===== config.mk =====
export PLATFORM = sky130hd
export DESIGN_NAME = multicycle_main_controller
export DESIGN_NICKNAME = d
export VERILOG_FILES = /design/src/rtl/riscv_ctrl_pkg.sv /design/src/rtl/multicycle_main_controller_mem_wait_timer.sv /design/src/rtl/multicycle_main_controller.sv
export SDC_FILE = /design/constraint.sdc
export NUM_CORES = 1
export LEC_CHECK = 0
export CAP_MARGIN = 5
export CORE_MARGIN = 2
export CORE_UTILIZATION = 29
export CTS_BUF_LIST = sky130_fd_sc_hd__clkbuf_8
export CTS_CLUSTER_DIAMETER = 150
export CTS_CLUSTER_SIZE = 20
export DETAILED_ROUTE_END_ITERATION = 8
export GPL_ROUTABILITY_DRIVEN = 0
export RECOVER_POWER = 100
export SYNTH_ARGS = -nofsm -noshare
export SYNTH_HDL_FRONTEND = slang
export SYNTH_SLANG_ARGS = --single-unit

===== constraint.sdc =====
create_clock -name clk -period 4.75 [get_ports clk]
set_clock_uncertainty 0.15 [all_clocks]
set_input_delay 0.95 -clock clk [delete_from_list [all_inputs] [get_ports clk]]
set_output_delay 0.95 -clock clk [all_outputs]
set_load 0.005 [all_outputs]

===== src/rtl/riscv_ctrl_pkg.sv =====
// Shared definitions for the multicycle RV32I control path.
// Holds the opcode constants, the main FSM state enum (4-bit, also exported on
// state_dbg) and the encodings of every datapath mux select and ALU/immediate
// control field. Used by the controller, the datapath and the bench.
package riscv_ctrl_pkg;

    // RV32I major opcodes (instr[6:0])
    localparam logic [6:0] OP_LOAD   = 7'b0000011;
    localparam logic [6:0] OP_STORE  = 7'b0100011;
    localparam logic [6:0] OP_R      = 7'b0110011;
    localparam logic [6:0] OP_IMM    = 7'b0010011;
    localparam logic [6:0] OP_BRANCH = 7'b1100011;
    localparam logic [6:0] OP_JAL    = 7'b1101111;
    localparam logic [6:0] OP_JALR   = 7'b1100111;
    localparam logic [6:0] OP_LUI    = 7'b0110111;
    localparam logic [6:0] OP_AUIPC  = 7'b0010111;

    // Main FSM states. lui and auipc share S_UTYPE so that all sixteen
    // encodings fit in four bits; the two differ only in the ALU A source.
    typedef enum logic [3:0] {
        S_FETCH     = 4'd0,
        S_DECODE    = 4'd1,
        S_MEMADR    = 4'd2,
        S_MEMREAD   = 4'd3,
        S_MEMWB     = 4'd4,
        S_MEMWRITE  = 4'd5,
        S_EXECR     = 4'd6,
        S_EXECI     = 4'd7,
        S_ALUWB     = 4'd8,
        S_BEQ       = 4'd9,
        S_JAL       = 4'd10,
        S_JALR      = 4'd11,
        S_JALR_LINK = 4'd12,
        S_UTYPE     = 4'd13,
        S_ILLEGAL   = 4'd14,
        S_BUSERR    = 4'd15
    } state_t;

    typedef enum logic [1:0] {
        SRCA_PC    = 2'b00,
        SRCA_OLDPC = 2'b01,
        SRCA_RS1   = 2'b10,
        SRCA_ZERO  = 2'b11
    } alu_src_a_t;

    typedef enum logic [1:0] {
        SRCB_RS2  = 2'b00,
        SRCB_IMM  = 2'b01,
        SRCB_FOUR = 2'b10
    } alu_src_b_t;

    typedef enum logic [1:0] {
        RES_ALUOUT = 2'b00,
        RES_RDATA  = 2'b01,
        RES_ALU    = 2'b10
    } result_src_t;

    typedef enum logic [1:0] {
        ALUOP_ADD   = 2'b00,
        ALUOP_SUB   = 2'b01,
        ALUOP_FUNCT = 2'b10
    } alu_op_t;

    typedef enum logic [2:0] {
        IMM_I = 3'b000,
        IMM_S = 3'b001,
        IMM_B = 3'b010,
        IMM_J = 3'b011,
        IMM_U = 3'b100
    } imm_src_t;

    // Immediate format for an opcode; unknown opcodes fall back to I-type.
    function automatic imm_src_t imm_src_for(input logic [6:0] op);
        imm_src_t f;
        case (op)
            OP_LOAD, OP_IMM, OP_JALR: f = IMM_I;
            OP_STORE:                 f = IMM_S;
            OP_BRANCH:                f = IMM_B;
            OP_JAL:                   f = IMM_J;
            OP_LUI, OP_AUIPC:         f = IMM_U;
            default:                  f = IMM_I;
        endcase
        return f;
    endfunction

endpackage


===== src/rtl/multicycle_main_controller_mem_wait_timer.sv =====
// mem_wait_timer: counts cycles spent waiting on mem_ready and flags a bus
// timeout.
//   clk        clock
//   rst        synchronous active-high reset, clears the count
//   waiting    controller is in a memory-request state
//   mem_ready  memory completes the request this cycle
//   clear      controller changes state this cycle; restarts the count
//   timeout    count has reached TIMEOUT_CYCLES and mem_ready is still low
// TIMEOUT_CYCLES = 0 disables detection (timeout tied low).
module mem_wait_timer #(
    parameter int unsigned TIMEOUT_CYCLES = 15
) (
    input  logic clk,
    input  logic rst,
    input  logic waiting,
    input  logic mem_ready,
    input  logic clear,
    output logic timeout
);

    localparam int unsigned CW = (TIMEOUT_CYCLES == 0) ? 1 : $clog2(TIMEOUT_CYCLES + 1);

    logic [CW-1:0] count;

    // The count never passes TIMEOUT_CYCLES: reaching it forces a state
    // change (advance or bus error), and every state change clears it.
    always_ff @(posedge clk) begin
        if (rst || clear) begin
            count <= '0;
        end else if (waiting && !mem_ready) begin
            count <= count + 1'b1;
        end
    end

    generate
        if (TIMEOUT_CYCLES == 0) begin : g_no_timeout
            assign timeout = 1'b0;
        end else begin : g_timeout
            assign timeout = waiting && !mem_ready && (count == CW'(TIMEOUT_CYCLES));
        end
    endgenerate

endmodule


===== src/rtl/multicycle_main_controller.sv =====
// multicycle_main_controller: main control FSM of the multicycle RV32I core.
// Sequences fetch/decode/execute/memory/writeback over a shared ALU and a
// single memory port, waits on mem_ready, traps unsupported opcodes and
// detects memory timeouts.
//   clk, rst     clock; synchronous active-high reset
//   op           opcode from the IR (stable from DECODE until next FETCH)
//   mem_ready    memory completes the current request this cycle
//   mem_req, mem_write, ir_write, pc_update, branch, reg_write
//                datapath enables (all forced low while rst is high)
//   adr_src, alu_src_a, alu_src_b, result_src, alu_op, imm_src
//                datapath mux selects / ALU and immediate control
//   instr_done   one-cycle pulse on the last cycle of each instruction
//   illegal      unsupported opcode trapped
//   bus_error    memory timeout, held until rst
//   state_dbg    current state encoding
module multicycle_main_controller
    import riscv_ctrl_pkg::*;
#(
    parameter int unsigned SUPPORT_JALR    = 1,
    parameter int unsigned SUPPORT_UTYPE   = 1,
    parameter int unsigned TIMEOUT_CYCLES  = 15,
    parameter int unsigned HALT_ON_ILLEGAL = 1
) (
    input  logic       clk,
    input  logic       rst,
    input  logic [6:0] op,
    input  logic       mem_ready,
    output logic       mem_req,
    output logic       mem_write,
    output logic       ir_write,
    output logic       pc_update,
    output logic       branch,
    output logic       reg_write,
    output logic       adr_src,
    output logic [1:0] alu_src_a,
    output logic [1:0] alu_src_b,
    output logic [1:0] result_src,
    output logic [1:0] alu_op,
    output logic [2:0] imm_src,
    output logic       instr_done,
    output logic       illegal,
    output logic       bus_error,
    output logic [3:0] state_dbg
);

    state_t state;
    state_t state_next;

    logic waiting;
    logic timeout;
    logic state_change;

    // Ungated enables; rst masks them at the ports.
    logic req_s;
    logic wr_s;
    logic irw_s;
    logic pcu_s;
    logic br_s;
    logic rw_s;
    logic done_s;

    assign waiting      = (state == S_FETCH) || (state == S_MEMREAD) || (state == S_MEMWRITE);
    assign state_change = (state_next != state);

    mem_wait_timer #(
        .TIMEOUT_CYCLES(TIMEOUT_CYCLES)
    ) u_timer (
        .clk       (clk),
        .rst       (rst),
        .waiting   (waiting),
        .mem_ready (mem_ready),
        .clear     (state_change),
        .timeout   (timeout)
    );

    always_ff @(posedge clk) begin
        if (rst) begin
            state <= S_FETCH;
        end else begin
            state <= state_next;
        end
    end

    // Next state
    always_comb begin
        state_next = state;
        case (state)
            S_FETCH: begin
                if (mem_ready) begin
                    state_next = S_DECODE;
                end else if (timeout) begin
                    state_next = S_BUSERR;
                end
            end
            S_DECODE: begin
                case (op)
                    OP_LOAD, OP_STORE: state_next = S_MEMADR;
                    OP_R:              state_next = S_EXECR;
                    OP_IMM:            state_next = S_EXECI;
                    OP_BRANCH:         state_next = S_BEQ;
                    OP_JAL:            state_next = S_JAL;
                    OP_JALR:           state_next = (SUPPORT_JALR != 0) ? S_JALR : S_ILLEGAL;
                    OP_LUI, OP_AUIPC:  state_next = (SUPPORT_UTYPE != 0) ? S_UTYPE : S_ILLEGAL;
                    default:           state_next = S_ILLEGAL;
                endcase
            end
            S_MEMADR:    state_next = op[5] ? S_MEMWRITE : S_MEMREAD;
            S_MEMREAD: begin
                if (mem_ready) begin
                    state_next = S_MEMWB;
                end else if (timeout) begin
                    state_next = S_BUSERR;
                end
            end
            S_MEMWB:     state_next = S_FETCH;
            S_MEMWRITE: begin
                if (mem_ready) begin
                    state_next = S_FETCH;
                end else if (timeout) begin
                    state_next = S_BUSERR;
                end
            end
            S_EXECR:     state_next = S_ALUWB;
            S_EXECI:     state_next = S_ALUWB;
            S_ALUWB:     state_next = S_FETCH;
            S_BEQ:       state_next = S_FETCH;
            S_JAL:       state_next = S_ALUWB;
            S_JALR:      state_next = S_JALR_LINK;
            S_JALR_LINK: state_next = S_ALUWB;
            S_UTYPE:     state_next = S_ALUWB;
            S_ILLEGAL: begin
                if (HALT_ON_ILLEGAL == 0) begin
                    state_next = S_FETCH;
                end
            end
            S_BUSERR:    state_next = S_BUSERR;
            default:     state_next = S_FETCH;
        endcase
    end

    // Moore outputs; only FETCH/MEMWRITE look at mem_ready.
    always_comb begin
        req_s      = 1'b0;
        wr_s       = 1'b0;
        irw_s      = 1'b0;
        pcu_s      = 1'b0;
        br_s       = 1'b0;
        rw_s       = 1'b0;
        done_s     = 1'b0;
        adr_src    = 1'b0;
        alu_src_a  = SRCA_PC;
        alu_src_b  = SRCB_RS2;
        result_src = RES_ALUOUT;
        alu_op     = ALUOP_ADD;
        case (state)
            S_FETCH: begin
                req_s      = 1'b1;
                irw_s      = mem_ready;
                pcu_s      = mem_ready;
                alu_src_a  = SRCA_PC;
                alu_src_b  = SRCB_FOUR;
                result_src = RES_ALU;
            end
            S_DECODE: begin
                alu_src_a = SRCA_OLDPC;
                alu_src_b = SRCB_IMM;
            end
            S_MEMADR: begin
                alu_src_a = SRCA_RS1;
                alu_src_b = SRCB_IMM;
            end
            S_MEMREAD: begin
                req_s   = 1'b1;
                adr_src = 1'b1;
            end
            S_MEMWB: begin
                result_src = RES_RDATA;
                rw_s       = 1'b1;
                done_s     = 1'b1;
            end
            S_MEMWRITE: begin
                req_s   = 1'b1;
                wr_s    = 1'b1;
                adr_src = 1'b1;
                done_s  = mem_ready;
            end
            S_EXECR: begin
                alu_src_a = SRCA_RS1;
                alu_src_b = SRCB_RS2;
                alu_op    = ALUOP_FUNCT;
            end
            S_EXECI: begin
                alu_src_a = SRCA_RS1;
                alu_src_b = SRCB_IMM;
                alu_op    = ALUOP_FUNCT;
            end
            S_ALUWB: begin
                rw_s   = 1'b1;
                done_s = 1'b1;
            end
            S_BEQ: begin
                alu_src_a = SRCA_RS1;
                alu_src_b = SRCB_RS2;
                alu_op    = ALUOP_SUB;
                br_s      = 1'b1;
                done_s    = 1'b1;
            end
            S_JAL: begin
                alu_src_a = SRCA_OLDPC;
                alu_src_b = SRCB_FOUR;
                pcu_s     = 1'b1;
            end
            S_JALR: begin
                alu_src_a  = SRCA_RS1;
                alu_src_b  = SRCB_IMM;
                result_src = RES_ALU;
                pcu_s      = 1'b1;
            end
            S_JALR_LINK: begin
                alu_src_a = SRCA_OLDPC;
                alu_src_b = SRCB_FOUR;
            end
            S_UTYPE: begin
                // lui (op[5]=1) adds imm to zero; auipc (op[5]=0) to old_pc.
                alu_src_a = op[5] ? SRCA_ZERO : SRCA_OLDPC;
                alu_src_b = SRCB_IMM;
            end
            default: begin
            end
        endcase
    end

    assign mem_req    = req_s  & ~rst;
    assign mem_write  = wr_s   & ~rst;
    assign ir_write   = irw_s  & ~rst;
    assign pc_update  = pcu_s  & ~rst;
    assign branch     = br_s   & ~rst;
    assign reg_write  = rw_s   & ~rst;
    assign instr_done = done_s & ~rst;

    assign imm_src   = imm_src_for(op);
    assign illegal   = (state == S_ILLEGAL);
    assign bus_error = (state == S_BUSERR);
    assign state_dbg = state;

endmodule


-- Word-level counts from Yosys, hierarchy flattened
Index checks and enable logic that the tools add are counted.
W data, S select, Z words.
- $add $sub $neg: 1
- equality and inequality tests: 26
- multiplexer cells: 21
- bitwise gates (word level): 8
- reduce and logical (&&, ||, !) cells: 21
- operator list (cell ; count):
    $eq A4 B4 Y1 const B ; 9
    $pmux W4 S9 ; 1
    $pmux W4 S7 ; 1
    $eq A7 B6 Y1 const B ; 3
    $eq A7 B7 Y1 const B ; 3
    $eq A4 B3 Y1 const B ; 4
    $mux W4 ; 4
    $reduce_or A5 Y1 ; 3
    $eq A7 B5 Y1 const B ; 2
    $reduce_or A2 Y1 ; 7
    $pmux W2 S2 ; 3
    $pmux W3 S4 ; 1
    $reduce_or A3 Y1 ; 4
    $eq A4 B2 Y1 const B ; 2
    $and A1 B1 Y1 ; 7
    $eq A7 B2 Y1 const B ; 1
    $mux W1 ; 6
    $pmux W2 S3 ; 1
    $add A4 B1 Y4 const B ; 1
    $eq A4 B1 Y1 const B ; 1
    $logic_not A4 Y1 ; 1
    $ne A4 B4 Y1 ; 1
    $pmux W1 S2 ; 2
    $logic_or A1 B1 Y1 ; 3
    other kinds (5) ; 6
- register bits: 8
- input bits: 10
- output and inout bits: 25
- word-level logic and storage cells: 79

-- Depth between registers and ports, before layout
Gate-level depths: netlist of run 1.
- depth in word-level cells: 10
- depth in mapped cells: 7
- mapped depth without buffers: 6

-- By module
Synthesis of run 1 repeated with hierarchy kept, for this count alone.
- cell total of the unflattened synthesis: 146
- area, all modules: 963.4 sq um
- modules (own cells, without submodules) (module ; instances ; cells an instance ; area an instance (sq um) ; seq. area each (sq um)):
    multicycle_main_controller ; 1 ; 127 ; 767.0 ; 80.1
    mem_wait_timer ; 1 ; 19 ; 196.4 ; 80.1

-- Worst setup path after synthesis of run 1
No wires, ideal clock.
- kind: input-to-output
- start point: in op[2]
- end point: out imm_src[0]
- arrival time: 1.588 ns
- required time: 3.650 ns
- slack: 2.062 ns
- cell stages on the path: 3
- path buffers: 1
- cells stage by stage: buf_6 or3_1 a21oi_1
- cells in the longest elaborated chain, start to end: 3
- elaborated cells between the ends (all ways): 7
- those cells by class: 5 x eq/ne; 1 x mux; 1 x reduce/logical
- RTL lines (what ; RTL line ; source):
    start: declaration ; multicycle_main_controller.sv:26 ; input logic [6:0] op,
    $eq A7 B6 Y1 or $eq A7 B5 Y1 (tied branches) ; riscv_ctrl_pkg.sv:75 ; case (op)
    $reduce_or A2 Y1 ; riscv_ctrl_pkg.sv:75 ;
    $pmux W3 S4 (*) ; riscv_ctrl_pkg.sv:75 ;
    end: declaration ; multicycle_main_controller.sv:39 ; output logic [2:0] imm_src,
Mark *: on every way between the ends. The rest lies on a longest branch, timed or not.

-- Final worst setup path of run 1
- start point: in mem_ready
- end point: out pc_update
- cells in the longest elaborated chain, start to end: 2
- RTL lines (what ; RTL line ; source):
    start: declaration ; multicycle_main_controller.sv:27 ; input logic mem_ready,
    $pmux W1 S2 ; multicycle_main_controller.sv:155 ; case (state)
    $and A1 B1 Y1 ; multicycle_main_controller.sv:236 ; assign pc_update = pcu_s & ~rst;
    end: declaration ; multicycle_main_controller.sv:31 ; output logic pc_update,
Every way passes these cells.

==> results of run 1 <==
## worst register-to-register path: cells and delay by family (launching register included)
family           cells  cell delay [ps]
AND/OR/NAND/NOR      2              520
flip-flops           1              860
AO/OA/AOI/OAI        2              870
## worst min-delay path by stage
stage                     slack (ps)             start               end  cells past startpoint
after floorplan                  370  u_timer.count[1]  u_timer.count[1]                      2
after global placement           390  u_timer.count[1]  u_timer.count[1]                      2
after detailed placement         400  u_timer.count[1]  u_timer.count[1]                      2
after CTS                        430  u_timer.count[0]  u_timer.count[0]                      2
after global routing             460  u_timer.count[0]  u_timer.count[0]                      2
final                            430  u_timer.count[0]  u_timer.count[0]                      2
## routing by layer
metal,vias up,track usage (%)
li1,579,-
met1,538,16.6
met2,20,23.2
met3,4,1.61
met4,0,5.16
met5,-,0
## synthesized netlist by cell type (3+ instances only)
cell type	number
nor4_1	4
nand2_1	17
dfxtp_1	8
nor2_1	14
a21oi_1	9
nor3_1	13
o21ai_0	3
o211ai_1	3
nand2b_1	8
clkbuf_1	6
xor2_1	3
buf_2	4
a31oi_1	3
## report_power, final
| part | switching, W | internal (W) | total (W) | leakage, nW |
|---|---|---|---|---|
| clock | 0.0000239 | 0.0000546 | 0.0000785 | 0.0216 |
| sequential | 0.0000312 | 0.0000729 | 0.000104 | 0.0651 |
| combinational | 0.0000741 | 0.0000840 | 0.000158 | 0.429 |
| total | 0.000129 | 0.000212 | 0.000341 | 0.516 |
## final cells by class
type / count / share of cell area (%)
Clock buffer: 3 / 3.05
Inverter: 3 / 0.831
Multi-Input combinational cell: 120 / 54.9
Sequential cell: 8 / 11.8
Tap cell: 46 / 4.25
Timing Repair Buffer: 34 / 25.1
## flip-flops by register name, indices dropped and copies added (netlist names)
| signal | cells |
|---|---|
| u_timer.count | 4 |
| state_dbg | 4 |
## per-stage QoR
step                      utilization, %  power, W
after global routing                40.3  0.000364
after detailed placement            40.2  0.000276
after floorplan                        -  0.000208
after global placement              40.2  0.000273
after CTS                           41.4  0.000357
final                               40.3  0.000341
## cells by family after synthesis
logic type / after synthesis / synth area share, %
adders and majority gates: 1 / 1.21
and+or+nand+nor: 77 / 40.6
xor gates and xnor gates: 6 / 5.83
AOI/OAI and AO/OA: 34 / 26.4
DFF: 8 / 15.6
muxes: 2 / 1.94
buffers and inverters: 17 / 8.51
==> out/results.ini, run 1 <==
[status]
outcome = complete, no violations

[critical_path]
r2r_start = state_dbg[0]
path_depth = 5
critPathRequiredTime_ps = 3650
timing.critical_path.mode_cell = dlygate4sd3_1
r2r_slack_ps = 2280
slowest_stage = dlygate4sd3_1
startpoint_type = input port
worst-setup-path-type = in -> out
timing.critical_path.arrival_ps = 2830
crit_path_max_incr_delay_ps = 810
reg2regPathDepth = 4
crit_start = mem_ready
timing.rr.end = u_timer.count[1]
crit_end = pc_update
critical_path.cell_chain = dlygate4sd3_1, nor4b_1, nor2_1, nor3_1, dlygate4sd3_1
timing.critical_path.max_delay_family = buffers and inverters
critical_path.endpoint_type = primary output
cp_num_buf_inv = 2
worstPathMaxFanout = 13

[grt]
grt_pass1_vias = 1012
antenna_found_initial = 0
overflow = 0
grt_pass1_wl_um = 4490
global_route.usage.total_pct = 13.3
grt_max_degree = 30

[final_layout]
most-common-layout-cells = dlygate4sd3_1 (25), nand2_1 (17), nor2_1 (14), nor3_1 (13)
final_nets = 181
multiInputGateArea_um2 = 744
final_cell_count_no_fill = 214
post-route-cell-area_um2 = 1360
commonest_non_fill_non_tap_cell_in_the_layout = dlygate4sd3_1
final_layout_size_suffix_gt1_share_pct = 5.95
layout-area-overhead-vs-synth_pct = 31.6
n_antenna_cell = 0
count_of_fill_cells_added_during_filler_insertion = 362
sequential_cell_area_um2 = 160

[clock_tree]
clock_tree.buffer_depth = 2
cts_num_sinks = 8
post_cts_hold_buffer_count = 0
worstSkewPairLatency_ps = 230
cts_resized = 0
post-cts-setup-buffer-count = 0
numCtsBuffers = 3
cts.reportedPaths.clkPinSlew_ps = 40
clk_root_buffer_cell = clkbuf_8
tritoncts = yes
cts_htree_levels = 1

[flow_run]
cap_violations = 0

[floorplan]
initial_core_util_pct = 30.6
io-pin-count = 35
overall_die_height_um = 63.6
core.rowCount = 21
floorplan_die_width_um = 63.6
die-area_um2 = 4040
design.core.area_um2 = 3360

[sta]
final_setup_violations = 0
setup_tns_ps = 0
timing.max_slew.rel_slack_pct = 35.5
rsz0062_at_grt = no
post-route-period-util_pct = 82.8
fmax_ghz = 0.254
worstMarginPinSlew_ps = 966
finalCriticalPeriod_ps = 3930
setup_ws_ps = 818
final_hold_viol_count = 0
timing_max_transition_violations_final = 0
timing.hold.ws_ps = 433

[place]
place.detailed.instances = 211
pre_cts_setup_slack_ps = 940
port_buffers = 34
hpwl_um = 1980
postPlaceCellArea_um2 = 1350

[route]
drt-vias-per-instance = 5.33
drt_iter0_drc = 103
post_drt_wl_per_cell_um = 12.9
routed-via-count = 1141
drcViolationCount = 0
top_signal_layer_used = met4
firstDrtPassIters = 4
detailed_route_wl_um = 2750
antenna_violating_nets_post_route = 0
detailroute.wirelength.met2_um = 1340
route.layer.met1.wl_um = 1320
routed-wl-met3_um = 71

[synthesis]
yosys.area.top_type_share_pct = 15.6
yosys_warnings = 0
synth.area.top_cells = dfxtp_1 (16%), nor3_1 (6.3%), nand2_1 (6.2%)
yosys_register_bits = 8
dominantRegCellSynth = dfxtp_1
synth_cell_type_count = 52
synth_nets = 156
netlist.top_cell.by_area = dfxtp_1
synth.avg_cell_area_um2 = 7.10
synth_instances = 145
async_flop_share_pct = 0
synth_edf_count = 0
synth_area_um2 = 1030
synth.yosys.seq_area_share_pct = 15.6

[power_and_ir_drop]
power.leakage_nw = 0.516
vdd.ir_drop.worst_mv = 0.108
power.density_cell_area_nw_per_um2 = 251

[hold_path]
hold_path.class = reg -> reg

Power figures use the tool's default switching activity.
==> run 2, diff against run 1 <==
- clock period: 4.75 -> 3.7 ns (I/O delays scaled with it)
==> run 2 against run 1 <==
Effect of this change: worst hold slack worse by 19 ps; sequential power grew 8%; sequential cell count unchanged; routed wire length rose by 4.4%; core utilization increased by 1.0 points; cell count up 2.8%; sequential share of layout area is 0.29 points lower; global-route usage is 1.0 points higher; critical endpoint is now ir_write; highest routed layer is now met3.
==> out/results.ini, run 2 (synthesis results as in run 1) <==
[route]
post_drt_wl_per_cell_um = 13.1  ; was 12.9 um
routed-via-count = 1158  ; was 1141
drt_iter0_drc = 73  ; was 103
drt-vias-per-instance = 5.26  ; was 5.33
drcViolationCount = 0  ; unchanged
detailed_route_wl_um = 2880  ; was 2750 um
antenna_violating_nets_post_route = 0  ; unchanged
firstDrtPassIters = 4  ; unchanged

[clock_tree]
cts.reportedPaths.clkPinSlew_ps = 40  ; about the same
cts_resized = 0  ; unchanged
cts_htree_levels = 1  ; unchanged
cts_num_sinks = 8  ; unchanged
numCtsBuffers = 3  ; unchanged
worstSkewPairLatency_ps = 220  ; was 230 ps
tritoncts = yes  ; unchanged
post-cts-setup-buffer-count = 0  ; unchanged
post_cts_hold_buffer_count = 0  ; unchanged
clk_root_buffer_cell = clkbuf_8  ; unchanged
clock_tree.buffer_depth = 2  ; unchanged

[flow_run]
cap_violations = 0  ; unchanged

[final_layout]
final_nets = 187  ; was 181
most-common-layout-cells = dlygate4sd3_1 (19), nand2_1 (17), clkdlybuf4s50_1 (15), nor2_1 (14), nor3_1 (13)  ; was dlygate4sd3_1 (25), nand2_1 (17), nor2_1 (14), nor3_1 (13)
sequential_cell_area_um2 = 160  ; unchanged
n_antenna_cell = 0  ; unchanged
layout.core_utilization_pct = 41.3  ; was 40.3%
final_cell_count_no_fill = 220  ; was 214
multiInputGateArea_um2 = 744  ; unchanged
post-route-cell-area_um2 = 1390  ; was 1360 um^2
count_of_fill_cells_added_during_filler_insertion = 372  ; was 362
commonest_non_fill_non_tap_cell_in_the_layout = dlygate4sd3_1  ; unchanged
layout-area-overhead-vs-synth_pct = 34.9  ; was 31.6%
final_layout_size_suffix_gt1_share_pct = 7.47  ; was 5.95%

[floorplan]
design.core.area_um2 = 3360  ; unchanged
floorplan_die_width_um = 63.6  ; unchanged
initial_core_util_pct = 30.6  ; unchanged
core.rowCount = 21  ; unchanged
overall_die_height_um = 63.6  ; unchanged
die-area_um2 = 4040  ; unchanged
io-pin-count = 35  ; unchanged

[place]
hpwl_um = 2240  ; was 1980 um
pre_cts_setup_slack_ps = 438  ; was 940 ps
place.detailed.instances = 217  ; was 211
postPlaceCellArea_um2 = 1400  ; was 1350 um^2
port_buffers = 34  ; unchanged

[sta]
rsz0062_at_grt = no  ; unchanged
timing_max_transition_violations_final = 0  ; unchanged
finalCriticalPeriod_ps = 3400
final_setup_violations = 0  ; unchanged
post-route-period-util_pct = 91.9
setup_tns_ps = 0  ; unchanged
worstMarginPinSlew_ps = 795  ; was 966 ps
timing.max_slew.rel_slack_pct = 47.0  ; was 35.5%
setup_ws_ps = 301  ; was 818 ps
final_hold_viol_count = 0  ; unchanged
fmax_ghz = 0.294

[status]
outcome = complete, no violations  ; unchanged

[grt]
antenna_found_initial = 0  ; unchanged
grt_pass1_vias = 1095  ; was 1012
grt_max_degree = 26  ; was 30
global_route.usage.total_pct = 14.3  ; was 13.3%
overflow = 0  ; unchanged
grt_pass1_wl_um = 4890  ; was 4490 um

[hold_path]
hold_path.class = reg -> reg  ; unchanged

[critical_path]
critical_path.endpoint_type = primary output  ; unchanged
critPathRequiredTime_ps = 2810  ; was 3650 ps
worst-setup-path-type = in -> out  ; unchanged
timing.critical_path.arrival_ps = 2510  ; was 2830 ps
startpoint_type = input port  ; unchanged
worstPathMaxFanout = 11  ; was 13

[power_and_ir_drop]
power.leakage_nw = 0.525  ; was 0.516 nW
vdd.ir_drop.worst_mv = 0.267  ; was 0.108 mV
power.density_cell_area_nw_per_um2 = 320  ; was 251 nW/um^2

==> run 2: area by class of cell <==
type	instances	area share (%)
clock buffers	3	2.97
well taps	46	4.14
flip-flops and latches	8	11.5
repair buffers	40	26.9
multi-input cells	120	53.6
inverters	3	0.811
==> run 2: critical path, cell delays in order <==
cell	delay, ps
clkdlybuf4s50_1	500
clkbuf_1	410
nand2_1	100
nor4_1	200
clkdlybuf4s50_1	560
==> run 2: per-stage QoR <==
step	total power (W)	hold WS, ps
CTS	0.000467	420
global route	0.000484	454
finish	0.000445	414
global placement	0.000362	389
detailed placement	0.000365	412
floorplan	0.000267	374
==> run 2: metal layers <==
metal / wire length (um) / track usage, %
met5: 0 / 0
met1: 1340 / 18.4
met2: 1390 / 25.9
met4: 0 / 2.72
met3: 140 / 1.43
==> run 2: where the power goes <==
part | switching [W] | total, W | internal, W | leakage (nW)
clock network | 0.0000294 | 0.0000995 | 0.0000701 | 0.0216
registers | 0.0000181 | 0.000112 | 0.0000936 | 0.0651
logic | 0.000119 | 0.000234 | 0.000114 | 0.438
total | 0.000167 | 0.000445 | 0.000278 | 0.525
==> run 2: worst paths after layout <==
check | startpoint | end | slack (ps) | cells past startpoint
worst min-delay path | u_timer.count[1] | u_timer.count[1] | 410 | 2
worst max register to register | state_dbg[2] | u_timer.count[2] | 1250 | 6
worst max-delay path | mem_ready | ir_write | 300 | 5
worst min register to register | u_timer.count[1] | u_timer.count[1] | 410 | 2
==> run 3, diff against run 2 <==
- GPL_TIMING_DRIVEN: default -> 0
==> run 3 against run 2 <==
Effect of this change: highest routed layer is now met4; clock power hardly changed; critical endpoint is now instr_done; sequential share of layout area fell by 0.30 points; critical path depth increased by 1; routed wire length grew 7.7%; critical path type unchanged; maximum frequency fell by 1.9%; sequential power shrank 9.8%.
==> out/results.ini, run 3 (synthesis results as in run 1) <==
[status]
outcome = complete, no violations  ; unchanged

[route]
post_drt_wl_per_cell_um = 13.6  ; was 13.1 um
drt_iter0_drc = 83  ; was 73
drcViolationCount = 0  ; unchanged
firstDrtPassIters = 4  ; unchanged
drt-vias-per-instance = 5.21  ; was 5.26
antenna_violating_nets_post_route = 0  ; unchanged
routed-via-count = 1183  ; was 1158
detailed_route_wl_um = 3100  ; was 2880 um

[sta]
post-route-period-util_pct = 93.6  ; was 91.9%
finalCriticalPeriod_ps = 3460  ; was 3400 ps
timing.max_slew.rel_slack_pct = 65.7  ; was 47.0%
rsz0062_at_grt = no  ; unchanged
final_hold_viol_count = 0  ; unchanged
setup_tns_ps = 0  ; unchanged
final_setup_violations = 0  ; unchanged
timing_max_transition_violations_final = 0  ; unchanged
worstMarginPinSlew_ps = 514  ; was 795 ps
fmax_ghz = 0.289  ; was 0.294 GHz

[flow_run]
cap_violations = 0  ; unchanged

[critical_path]
critPathRequiredTime_ps = 2810  ; about the same
timing.critical_path.arrival_ps = 2570  ; was 2510 ps
worstPathMaxFanout = 10  ; was 11
worst-setup-path-type = in -> out  ; unchanged
critical_path.endpoint_type = primary output  ; unchanged
r2r_slack_ps = 1490  ; was 1250 ps
startpoint_type = input port  ; unchanged

[grt]
globalRouteMet2Util_pct = 26.2  ; was 25.9%
grtUsageMet1_pct = 19.4  ; was 18.4%
antenna_found_initial = 0  ; unchanged
grt_pass1_wl_um = 4940  ; was 4890 um
grt_pass1_vias = 1076  ; was 1095
overflow = 0  ; unchanged
use_met3_pct = 1.25  ; was 1.43%
gr-max-usage-layer = met2  ; unchanged
global_route.usage.total_pct = 15.0  ; was 14.3%
grt_max_degree = 11  ; was 26

[place]
hpwl_um = 2380  ; was 2240 um
port_buffers = 33  ; was 34

[final_layout]
layout.core_utilization_pct = 42.4  ; was 41.3%
sequential_cell_area_um2 = 160  ; unchanged
final_nets = 194  ; was 187
multiInputGateArea_um2 = 758  ; was 744 um^2
final_layout_size_suffix_gt1_share_pct = 9.39  ; was 7.47%
layout-area-overhead-vs-synth_pct = 38.5  ; was 34.9%
commonest_non_fill_non_tap_cell_in_the_layout = dlygate4sd3_1  ; unchanged
most-common-layout-cells = dlygate4sd3_1 (22), nand2_1 (17), nor2_1 (14), nor3_1 (13), clkdlybuf4s50_1 (11)  ; was dlygate4sd3_1 (19), nand2_1 (17), clkdlybuf4s50_1 (15), nor2_1 (14), nor3_1 (13)
count_of_fill_cells_added_during_filler_insertion = 378  ; was 372
n_antenna_cell = 0  ; unchanged

[floorplan]
design.core.area_um2 = 3360  ; unchanged
core.rowCount = 21  ; unchanged
die-area_um2 = 4040  ; unchanged
overall_die_height_um = 63.6  ; unchanged
initial_core_util_pct = 30.6  ; unchanged
io-pin-count = 35  ; unchanged
floorplan_die_width_um = 63.6  ; unchanged

[clock_tree]
clock_tree.buffer_depth = 2  ; unchanged
worstSkewPairLatency_ps = 230  ; was 220 ps
tritoncts = yes  ; unchanged
cts_num_sinks = 8  ; unchanged
cts_resized = 0  ; unchanged
cts_htree_levels = 1  ; unchanged
clk_root_buffer_cell = clkbuf_8  ; unchanged
numCtsBuffers = 3  ; unchanged
post_cts_hold_buffer_count = 0  ; unchanged
post-cts-setup-buffer-count = 0  ; unchanged
cts.reportedPaths.clkPinSlew_ps = 40  ; about the same

[hold_path]
hold_path.class = reg -> reg  ; unchanged

[power_and_ir_drop]
vdd.ir_drop.worst_mv = 0.184  ; was 0.267 mV
power.leakage_nw = 0.539  ; was 0.525 nW
power.density_cell_area_nw_per_um2 = 320  ; about the same

-- run 3: cell count changes in the layout (fill, tap and decap cells not counted), sizes merged --
cell	delta
clkbuf	+6
buf	+2
clkdlybuf4s50	-4
dlygate4sd3	+3
-- run 3: report_power, final --
| part | leakage, nW | switching [W] | internal, W |
|---|---|---|---|
| sequential | 0.0651 | 0.00000717 | 0.0000937 |
| clock | 0.0216 | 0.0000319 | 0.0000702 |
| combinational | 0.452 | 0.000137 | 0.000117 |
| total | 0.539 | 0.000176 | 0.000281 |
-- run 3: path summary, 6_finish.rpt --
kind	start	to	cells past startpoint
hold / removal	u_timer.count[1]	u_timer.count[1]	2
setup reg to reg	state_dbg[3]	u_timer.count[1]	6
setup / recovery	mem_ready	instr_done	6
hold reg to reg	u_timer.count[1]	u_timer.count[1]	2
-- run 3: worst max-delay path: stages --
cell,delay [ps]
dlygate4sd3_1,600
buf_2,230
nand2b_1,150
nand2b_1,60
a211oi_1,250
clkdlybuf4s50_1,540
-- run 3: area by class of cell --
type                    count  area share [%]
plain buffers              14            4.74
clock buffers               3            2.89
inverters                   3           0.789
multi-input cells         120            53.2
flip-flops and latches      8            11.2
well taps                  46            4.04
repair buffers             33            23.2
-- run 3: metal layers --
layer,up-vias,wire length (um)
li1,599,-
met1,535,1460
met2,45,1470
met3,4,143
met4,0,29
met5,-,0
-- run 3: metrics by stage --
step           setup slack [ps]  cells  total power [W]  cell area, um^2  hold slack [ps]
5_1_grt                    98.8    227         0.000489             1430              441
4_1_cts                     323    227         0.000476             1460              426
6_report                    237    227         0.000457             1430              422
2_1_floorplan              1430    145         0.000267             1030              374
3_3_place_gp                323    224         0.000366             1420              391
3_5_place_dp                330    224         0.000371             1420              419
